--- src/rtl/note_scheduler.sv ---
// note_scheduler: takes chart events, waits each one's frame delay, then claims the
// lowest free sprite slot and strobes spawn with the command and start height.
module note_scheduler #(
  parameter int NSLOTS  = 4,
  parameter int CMD_W   = 4,
  parameter int DELAY_W = 8,
  parameter int Y_W     = 10,
  parameter int Y_INI   = 640
) (
  input  logic               CLOCK_25,
  input  logic               reset,
  input  logic               enable,
  input  logic               frame_tick,
  input  logic               chart_valid,
  output logic               chart_ready,
  input  logic [CMD_W-1:0]   chart_cmd,
  input  logic [DELAY_W-1:0] chart_delay,
  input  logic               chart_last,
  input  logic [NSLOTS-1:0]  slot_busy,
  output logic [NSLOTS-1:0]  spawn,
  output logic [CMD_W-1:0]   spawn_cmd,
  output logic [Y_W-1:0]     spawn_y,
  output logic               late,
  output logic               done
);

  typedef enum logic [2:0] {
    S_IDLE, S_FETCH, S_WAIT, S_ALLOC, S_SPAWN, S_DRAIN, S_DONE
  } state_t;

  state_t             state, state_n;
  logic [DELAY_W-1:0] cnt, cnt_n;
  logic [CMD_W-1:0]   cmd_q, cmd_n;
  logic               last_q, last_n;
  logic [NSLOTS-1:0]  reserved, reserved_n;
  logic [NSLOTS-1:0]  spawn_n;
  logic [CMD_W-1:0]   spawn_cmd_n;
  logic [Y_W-1:0]     spawn_y_n;
  logic               late_n, done_n, ready_n;
  logic [NSLOTS-1:0]  free, grant;
  logic               hs;

  // A slot is free only if it is not on screen and not granted-but-not-yet-busy;
  // grant isolates the lowest set bit of the free mask.
  always_comb begin
    free  = ~slot_busy & ~reserved;
    grant = free & (~free + NSLOTS'(1));
    hs    = chart_valid & chart_ready & enable;
  end

  // Next-state and registered-output logic; the ready register follows the next state
  // so that it is high exactly while sitting in FETCH with the block enabled.
  always_comb begin
    state_n     = state;
    cnt_n       = cnt;
    cmd_n       = cmd_q;
    last_n      = last_q;
    spawn_n     = '0;
    spawn_cmd_n = '0;
    spawn_y_n   = '0;
    late_n      = late;
    done_n      = done;
    reserved_n  = reserved & ~slot_busy;
    case (state)
      S_IDLE:  if (enable) state_n = S_FETCH;
      S_FETCH: if (hs) begin
        cmd_n   = chart_cmd;
        last_n  = chart_last;
        cnt_n   = chart_delay;
        state_n = S_WAIT;
      end
      S_WAIT: if (enable) begin
        if (cnt == '0)      state_n = S_ALLOC;
        else if (frame_tick) cnt_n  = cnt - DELAY_W'(1);
      end
      S_ALLOC: if (enable) begin
        if (free != '0) begin
          spawn_n     = grant;
          spawn_cmd_n = cmd_q;
          spawn_y_n   = Y_W'(Y_INI);
          reserved_n  = reserved_n | grant;
          state_n     = S_SPAWN;
        end else if (frame_tick) begin
          late_n = 1'b1;
        end
      end
      // The strobe is already on the outputs during this state; it always completes.
      S_SPAWN: state_n = last_q ? S_DRAIN : S_FETCH;
      S_DRAIN: if (enable && slot_busy == '0 && reserved == '0) begin
        state_n = S_DONE;
        done_n  = 1'b1;
      end
      S_DONE:  done_n = 1'b1;
      default: state_n = S_IDLE;
    endcase
    ready_n = (state_n == S_FETCH) & enable;
  end

  // State and output registers; synchronous reset drops any pending event or spawn.
  always_ff @(posedge CLOCK_25) begin
    if (reset) begin
      state       <= S_IDLE;
      cnt         <= '0;
      cmd_q       <= '0;
      last_q      <= 1'b0;
      reserved    <= '0;
      spawn       <= '0;
      spawn_cmd   <= '0;
      spawn_y     <= '0;
      late        <= 1'b0;
      done        <= 1'b0;
      chart_ready <= 1'b0;
    end else begin
      state       <= state_n;
      cnt         <= cnt_n;
      cmd_q       <= cmd_n;
      last_q      <= last_n;
      reserved    <= reserved_n;
      spawn       <= spawn_n;
      spawn_cmd   <= spawn_cmd_n;
      spawn_y     <= spawn_y_n;
      late        <= late_n;
      done        <= done_n;
      chart_ready <= ready_n;
    end
  end

endmodule

--- config.mk ---
export PLATFORM = sky130hd
export DESIGN_NAME = note_scheduler
export DESIGN_NICKNAME = d
export VERILOG_FILES = /design/src/rtl/note_scheduler.sv
export SDC_FILE = /design/constraint.sdc
export NUM_CORES = 1
export LEC_CHECK = 0
export BUFFER_PORTS_ARGS = -buffer_cell sky130_fd_sc_hd__buf_2
export CAP_MARGIN = 20
export CELL_PAD_IN_SITES_DETAIL_PLACEMENT = 0
export CELL_PAD_IN_SITES_GLOBAL_PLACEMENT = 1
export CORE_ASPECT_RATIO = 0.5
export CORE_MARGIN = 4
export CORE_UTILIZATION = 35
export CTS_BUF_LIST = sky130_fd_sc_hd__clkbuf_4 sky130_fd_sc_hd__clkbuf_8
export CTS_CLUSTER_DIAMETER = 40
export DETAILED_ROUTE_END_ITERATION = 7
export HOLD_SLACK_MARGIN = 0.08
export PLACE_DENSITY = 0.72
export SYNTH_ARGS = -nofsm -noshare
export SYNTH_HDL_FRONTEND = slang
export SYNTH_SLANG_ARGS = --single-unit
--- constraint.sdc ---
create_clock -name CLOCK_25 -period 3.31 [get_ports CLOCK_25]
set_input_delay 0.4965 -clock CLOCK_25 [delete_from_list [all_inputs] [get_ports CLOCK_25]]
set_output_delay 0.4965 -clock CLOCK_25 [all_outputs]
set_load 0.02 [all_outputs]
==> results of run 1 <==
==> area by class of cell <==
cell class / instances / area (um^2)
clock buffer: 6 / 76.3
inverter: 7 / 26.3
multi-input combinational: 136 / 783
clock inverter: 2 / 35.0
sequential: 32 / 641
timing repair buffer: 34 / 170
fill: 449 / 2260
tap: 54 / 67.6
==> state kept, by name, summed over array words and instances (netlist names) <==
name and count:
reserved 4, cnt 8, state 3, cmd_q 4
chart_ready 1, late 1, spawn_cmd 4, last_q 1
spawn_y 1, done 1, spawn 4
==> critical path: cells and delay by family (launching register included) <==
kind / cells / cell delay (ns)
compound gates: 2 / 0.39
flops: 1 / 0.43
simple gates: 3 / 1.11
==> layout by cell type, fill, tap and decap left out, types with 2 or more instances in the layout <==
cell type	count
a21oi_1	17
nand4_1	2
nor3_4	2
mux2i_1	2
o32ai_1	3
nand3_1	2
o21ai_0	5
dfxtp_1	32
conb_1	8
nor2_1	20
nand2b_1	3
inv_1	7
nor3_1	7
clkbuf_8	5
a211o_1	2
and2_1	7
a31oi_1	5
o22ai_1	2
or3_1	4
nand2_1	24
nor4_1	3
buf_2	34
==> report_power, final <==
group,switching [mW],internal [mW],total [mW]
Combinational,0.0408,0.0225,0.0633
Sequential,0.00485,0.389,0.394
Clock,0.140,0.231,0.371
==> metrics by stage <==
step	power [mW]	hold WS, ns	setup WS, ns	area [um^2]	instances
global placement	0.466	0.437	1.26	1690	263
CTS	0.837	0.388	1.31	1800	271
finish	0.828	0.394	1.31	1800	271
floorplan	0.452	0.423	1.55	1570	192
global route	0.865	0.393	1.09	1800	271
detailed placement	0.466	0.443	1.20	1690	263
==> path summary, 6_finish.rpt <==
kind,from,to,slack [ns],cells past startpoint
max,state[2],cnt[0],1.31,5
min,slot_busy[3],reserved[3],0.39,2
max reg2reg,state[2],cnt[0],1.31,5
min reg2reg,cmd_q[3],cmd_q[3],0.45,2
==> logic make-up after synthesis <==
family,synth area share
simple gates,0.275
compound gates,0.187
flops,0.416
buf+inv,0.0933
mux,0.0130
fa+ha+maj,0.00812
other cells,0.00243
xor+xnor,0.00568
==> metal layers <==
| metal | up-vias | share of wire | track usage |
|---|---|---|---|
| met5 | - | 0 | 0 |
| met1 | 601 | 0.48 | 0.169 |
| met2 | 37 | 0.44 | 0.208 |
| met4 | 0 | 0.0086 | 0.0414 |
| met3 | 4 | 0.071 | 0.0426 |
| li1 | 699 | - | - |
==> results.py, run 1 <==
metrics = {
    "outcome": {
        "status": "finished, final reports clean",
    },
    "clocking": {
        "cts_hold_buf": 0,
        "cts_htree_levels": 2,
        "cts_tree": "done",
        "clockRootBuffer": "clkbuf_8",
        "path_clk_slew_ns": 0.07,
        "cts_setup_buffers": 0,
        "post_cts_resized": 0,
        "clock_sinks": 32,
        "cts_made_buffers": 5,
        "clkLatencyLatePin_ns": 0.28,
        "cts_buffer_depth": 2,
    },
    "timing": {
        "worst_slew_pin_slew_ns": 0.569,
        "fin_crit_sh": 0.603,
        "max_freq_mhz": 501,
        "rsz0062_at_grt": "no",
        "finalHoldViolCount": 0,
        "fin_setup_tns_ns": 0,
        "setup_viol": 0,
        "max_slew_margin": 0.617,
        "fin_crit_ns": 2.00,
        "drv_slew": 0,
        "clock_skew_ns": 0.00400,
    },
    "power_and_ir_drop": {
        "power_density_mw_per_mm2": 460,
        "p_leak_nw": 0.746,
        "vdd_drop_max_mv": 0.152,
    },
    "logic_synthesis": {
        "synthCells": 185,
        "synth-async-reset-ratio": 0,
        "yosys-top-cells-count": "dfxtp_1, nand2_1, nor2_1",
        "syn_area_mm2": 0.00154,
        "synth_area_leaders": "dfxtp_1, nand2_1, a21oi_1, buf_4, nor2_1",
        "synthFlopType": "dfxtp_1",
        "synth_edf_count": 0,
        "ys_seq_area_frac": 0.416,
        "synth.most_common_cell": "dfxtp_1",
        "yosysTopAreaCellShare": 0.416,
        "ys_warn_count": 0,
        "synth_top_area_cell": "dfxtp_1",
        "syn_area_per_cell_um2": 8.33,
        "ys_types": 42,
        "synth-seq-cells": 32,
    },
    "setup_path": {
        "crit_type": "reg -> reg",
        "cpMaxStageDelayCell": "dfxtp_1",
        "slowest_delay_ns": 0.43,
        "critPathLaunchType": "register",
        "crit_required_ns": 3.52,
        "path_cells": "nand2b_1, nor3_4, o21bai_2, or3_1, a21oi_1",
        "arrival_ns": 2.21,
        "end_kind": "register",
        "crit_path_max_fanout": 13,
    },
    "global_route": {
        "grt_pass1_vias": 1201,
        "antenna_found_initial": 0,
        "grt_remaining_overflow": 0,
        "groute.usage.overall": 0.130,
        "grt_max_degree": 25,
        "grt_first_pass_wirelength_mm": 5.57,
    },
    "drt": {
        "via_per_inst": 4.95,
        "drc": 0,
        "first_pass_iters": 4,
        "drt_iter0_markers": 37,
        "vias": 1341,
        "antenna_left": 0,
        "routed_wl_mm": 3.36,
        "wl_per_cell_um": 12.4,
    },
    "final_layout": {
        "drive_gt1_frac": 0.230,
        "syn_to_final_growth_pct": 16.7,
        "antennaDiodeCount": 0,
        "postLayoutCoreUtil": 0.443,
        "nets": 239,
    },
    "floorplanning": {
        "die_width_um": 102,
        "pin_count": 43,
        "fp.dieArea_mm2": 0.00559,
        "dieHeight_um": 54.9,
        "core_area_mm2": 0.00406,
        "start_util": 0.379,
        "rows": 16,
    },
    "placement": {
        "globalplace.congestion": 0.873,
        "io_buffers": 34,
        "dpl.hpwl_mm": 2.44,
    },
    "flow_run": {
        "drv_cap": 0,
    },
    "hold_path": {
        "hp-class": "in -> reg",
    },
}
No activity file was read; power rests on OpenSTA's default activity.
==> inputs of run 2 (changes only) <==
--- a/config.mk
+++ b/config.mk
@@ -16,7 +16,7 @@
 export CTS_CLUSTER_DIAMETER = 40
 export DETAILED_ROUTE_END_ITERATION = 7
 export HOLD_SLACK_MARGIN = 0.08
-export PLACE_DENSITY = 0.72
+export PLACE_DENSITY = 0.75
 export SYNTH_ARGS = -nofsm -noshare
 export SYNTH_HDL_FRONTEND = slang
 export SYNTH_SLANG_ARGS = --single-unit
==> constraint.sdc (replaced) <==
create_clock -name CLOCK_25 -period 1.8 [get_ports CLOCK_25]
set_input_delay 0.27 -clock CLOCK_25 [delete_from_list [all_inputs] [get_ports CLOCK_25]]
set_output_delay 0.27 -clock CLOCK_25 [all_outputs]
set_load 0.02 [all_outputs]
==> run 2 against run 1 <==
- hold slack got worse by 0.24 ns
- setup slack got worse by 1.2 ns
- utilization increased by 2.8 points
- wire length increased by 4.8%
- clock power increased by 84%
- via count increased by 5.2%
- clock skew about the same
- first-iteration DRC count increased by 27%
- power increased by 85%
- non-clock buffer count increased by 15
- sequential share of layout area decreased by 2.1 points
- count of clock-buffer cells in the layout decreased by 1
==> results.py, run 2 (synthesis results as in run 1) <==
metrics = {
    "outcome": {
        "status": "finished, final reports clean",
    },
    "global_route": {
        "grt_max_degree": 24,
        "grt_pass1_vias": 1310,
        "grt_remaining_overflow": 0,
        "grt_first_pass_wirelength_mm": 5.88,
        "groute.usage.overall": 0.137,
        "antenna_found_initial": 0,
    },
    "drt": {
        "vias": 1411,
        "wl_per_cell_um": 12.3,
        "drt_iter0_markers": 47,
        "drc": 0,
        "routed_wl_mm": 3.53,
        "via_per_inst": 4.93,
        "first_pass_iters": 4,
        "antenna_left": 0,
    },
    "clocking": {
        "clockRootBuffer": "clkbuf_8",
        "clkLatencyLatePin_ns": 0.28,
        "cts_tree": "done",
        "clock_sinks": 32,
        "cts_made_buffers": 5,
        "post_cts_resized": 0,
        "cts_htree_levels": 2,
        "cts_buffer_depth": 2,
        "cts_hold_buf": 0,
        "cts_setup_buffers": 0,
        "path_clk_slew_ns": 0.07,
    },
    "timing": {
        "drv_slew": 0,
        "max_freq_mhz": 602,
        "fin_crit_ns": 1.66,
        "clock_skew_ns": 0.00422,
        "setup_viol": 0,
        "rsz0062_at_grt": "no",
        "finalHoldViolCount": 0,
        "fin_crit_sh": 0.923,
        "holdWs_ns": 0.157,
        "fin_setup_tns_ns": 0,
        "worst_slew_pin_slew_ns": 0.491,
        "max_slew_margin": 0.670,
    },
    "final_layout": {
        "stdcell_area_mm2": 0.00191,
        "nets": 254,
        "largest_reg_flops": 8,
        "top_register": "cnt",
        "final_common_cell": "buf_2",
        "antennaDiodeCount": 0,
        "final_cell_mix": "buf_2, dfxtp_1, nand2_1, nor2_1, a21oi_1",
        "syn_to_final_growth_pct": 24.0,
        "drive_gt1_frac": 0.280,
    },
    "floorplanning": {
        "pin_count": 43,
        "core_area_mm2": 0.00406,
        "start_util": 0.379,
        "die_width_um": 102,
        "rows": 16,
        "dieHeight_um": 54.9,
        "fp.dieArea_mm2": 0.00559,
    },
    "hold_path": {
        "hp-class": "in -> reg",
    },
    "placement": {
        "dpl.hpwl_mm": 2.66,
        "dpl_cell_area_mm2": 0.00180,
        "io_buffers": 34,
        "globalplace.congestion": 0.783,
    },
    "setup_path": {
        "crit_required_ns": 2.01,
        "arrival_ns": 1.88,
        "critPathLaunchType": "register",
        "end_kind": "register",
        "crit_path_max_fanout": 10,
        "crit_type": "reg -> reg",
    },
    "power_and_ir_drop": {
        "p_leak_nw": 0.816,
        "vdd_drop_max_mv": 0.374,
        "power_density_mw_per_mm2": 803,
    },
    "flow_run": {
        "drv_cap": 0,
    },
}
-- run 2: cell types whose count changed in the layout (fill, tap and decap cells not counted), sizes merged --
cell      delta
clkbuf       -1
clkinvlp     +1
buf         +15
-- run 2: where the power goes --
part | leakage, nW | internal, mW | total [mW] | switching [mW]
Combinational | 0.503 | 0.0518 | 0.133 | 0.0816
Clock | 0.0541 | 0.409 | 0.684 | 0.274
Sequential | 0.258 | 0.715 | 0.719 | 0.00435
Total | 0.816 | 1.18 | 1.54 | 0.360
-- run 2: final timing paths --
| path | from | slack (ns) | depth (start not counted) | to |
|---|---|---|---|---|
| setup reg to reg | state[2] | 0.14 | 5 | cnt[0] |
| hold reg to reg | cmd_q[3] | 0.45 | 1 | spawn_cmd[3] |
| hold / removal | slot_busy[3] | 0.16 | 2 | reserved[3] |
| setup / recovery | state[2] | 0.14 | 5 | cnt[0] |
-- run 2: worst max-delay path: stages (launching register included) --
cell and delay [ns]:
dfxtp_1 0.33, or3b_4 0.40, a31oi_4 0.17, o21bai_2 0.17
or3_1 0.38, a21oi_1 0.14
-- run 2: area by class of cell --
| class | count | area [um^2] |
|---|---|---|
| tap | 54 | 67.6 |
| sequential | 32 | 641 |
| inverter | 7 | 26.3 |
| multi-input combinational | 136 | 783 |
| clock inverter | 3 | 42.5 |
| timing repair buffer | 49 | 283 |
| fill | 424 | 2150 |
| clock buffer | 5 | 68.8 |
-- run 2: metrics by stage --
| stage | cells | setup WS (ns) | power [mW] | utilization |
|---|---|---|---|---|
| 4_1_cts | 286 | 0.138 | 1.56 | 0.470 |
| 6_report | 286 | 0.138 | 1.54 | 0.470 |
| 2_1_floorplan | 192 | 0.119 | 0.831 | - |
| 3_3_place_gp | 278 | 0.192 | 0.868 | 0.443 |
| 5_1_grt | 286 | 0.0275 | 1.62 | 0.470 |
| 3_5_place_dp | 278 | 0.168 | 0.868 | 0.443 |
-- run 2: routing by layer --
layer	vias up	part of all wire	global-route usage
met5	-	0	0
met4	0	0.0034	0.0458
met3	2	0.055	0.0401
met2	32	0.45	0.241
met1	649	0.49	0.166
li1	728	-	-
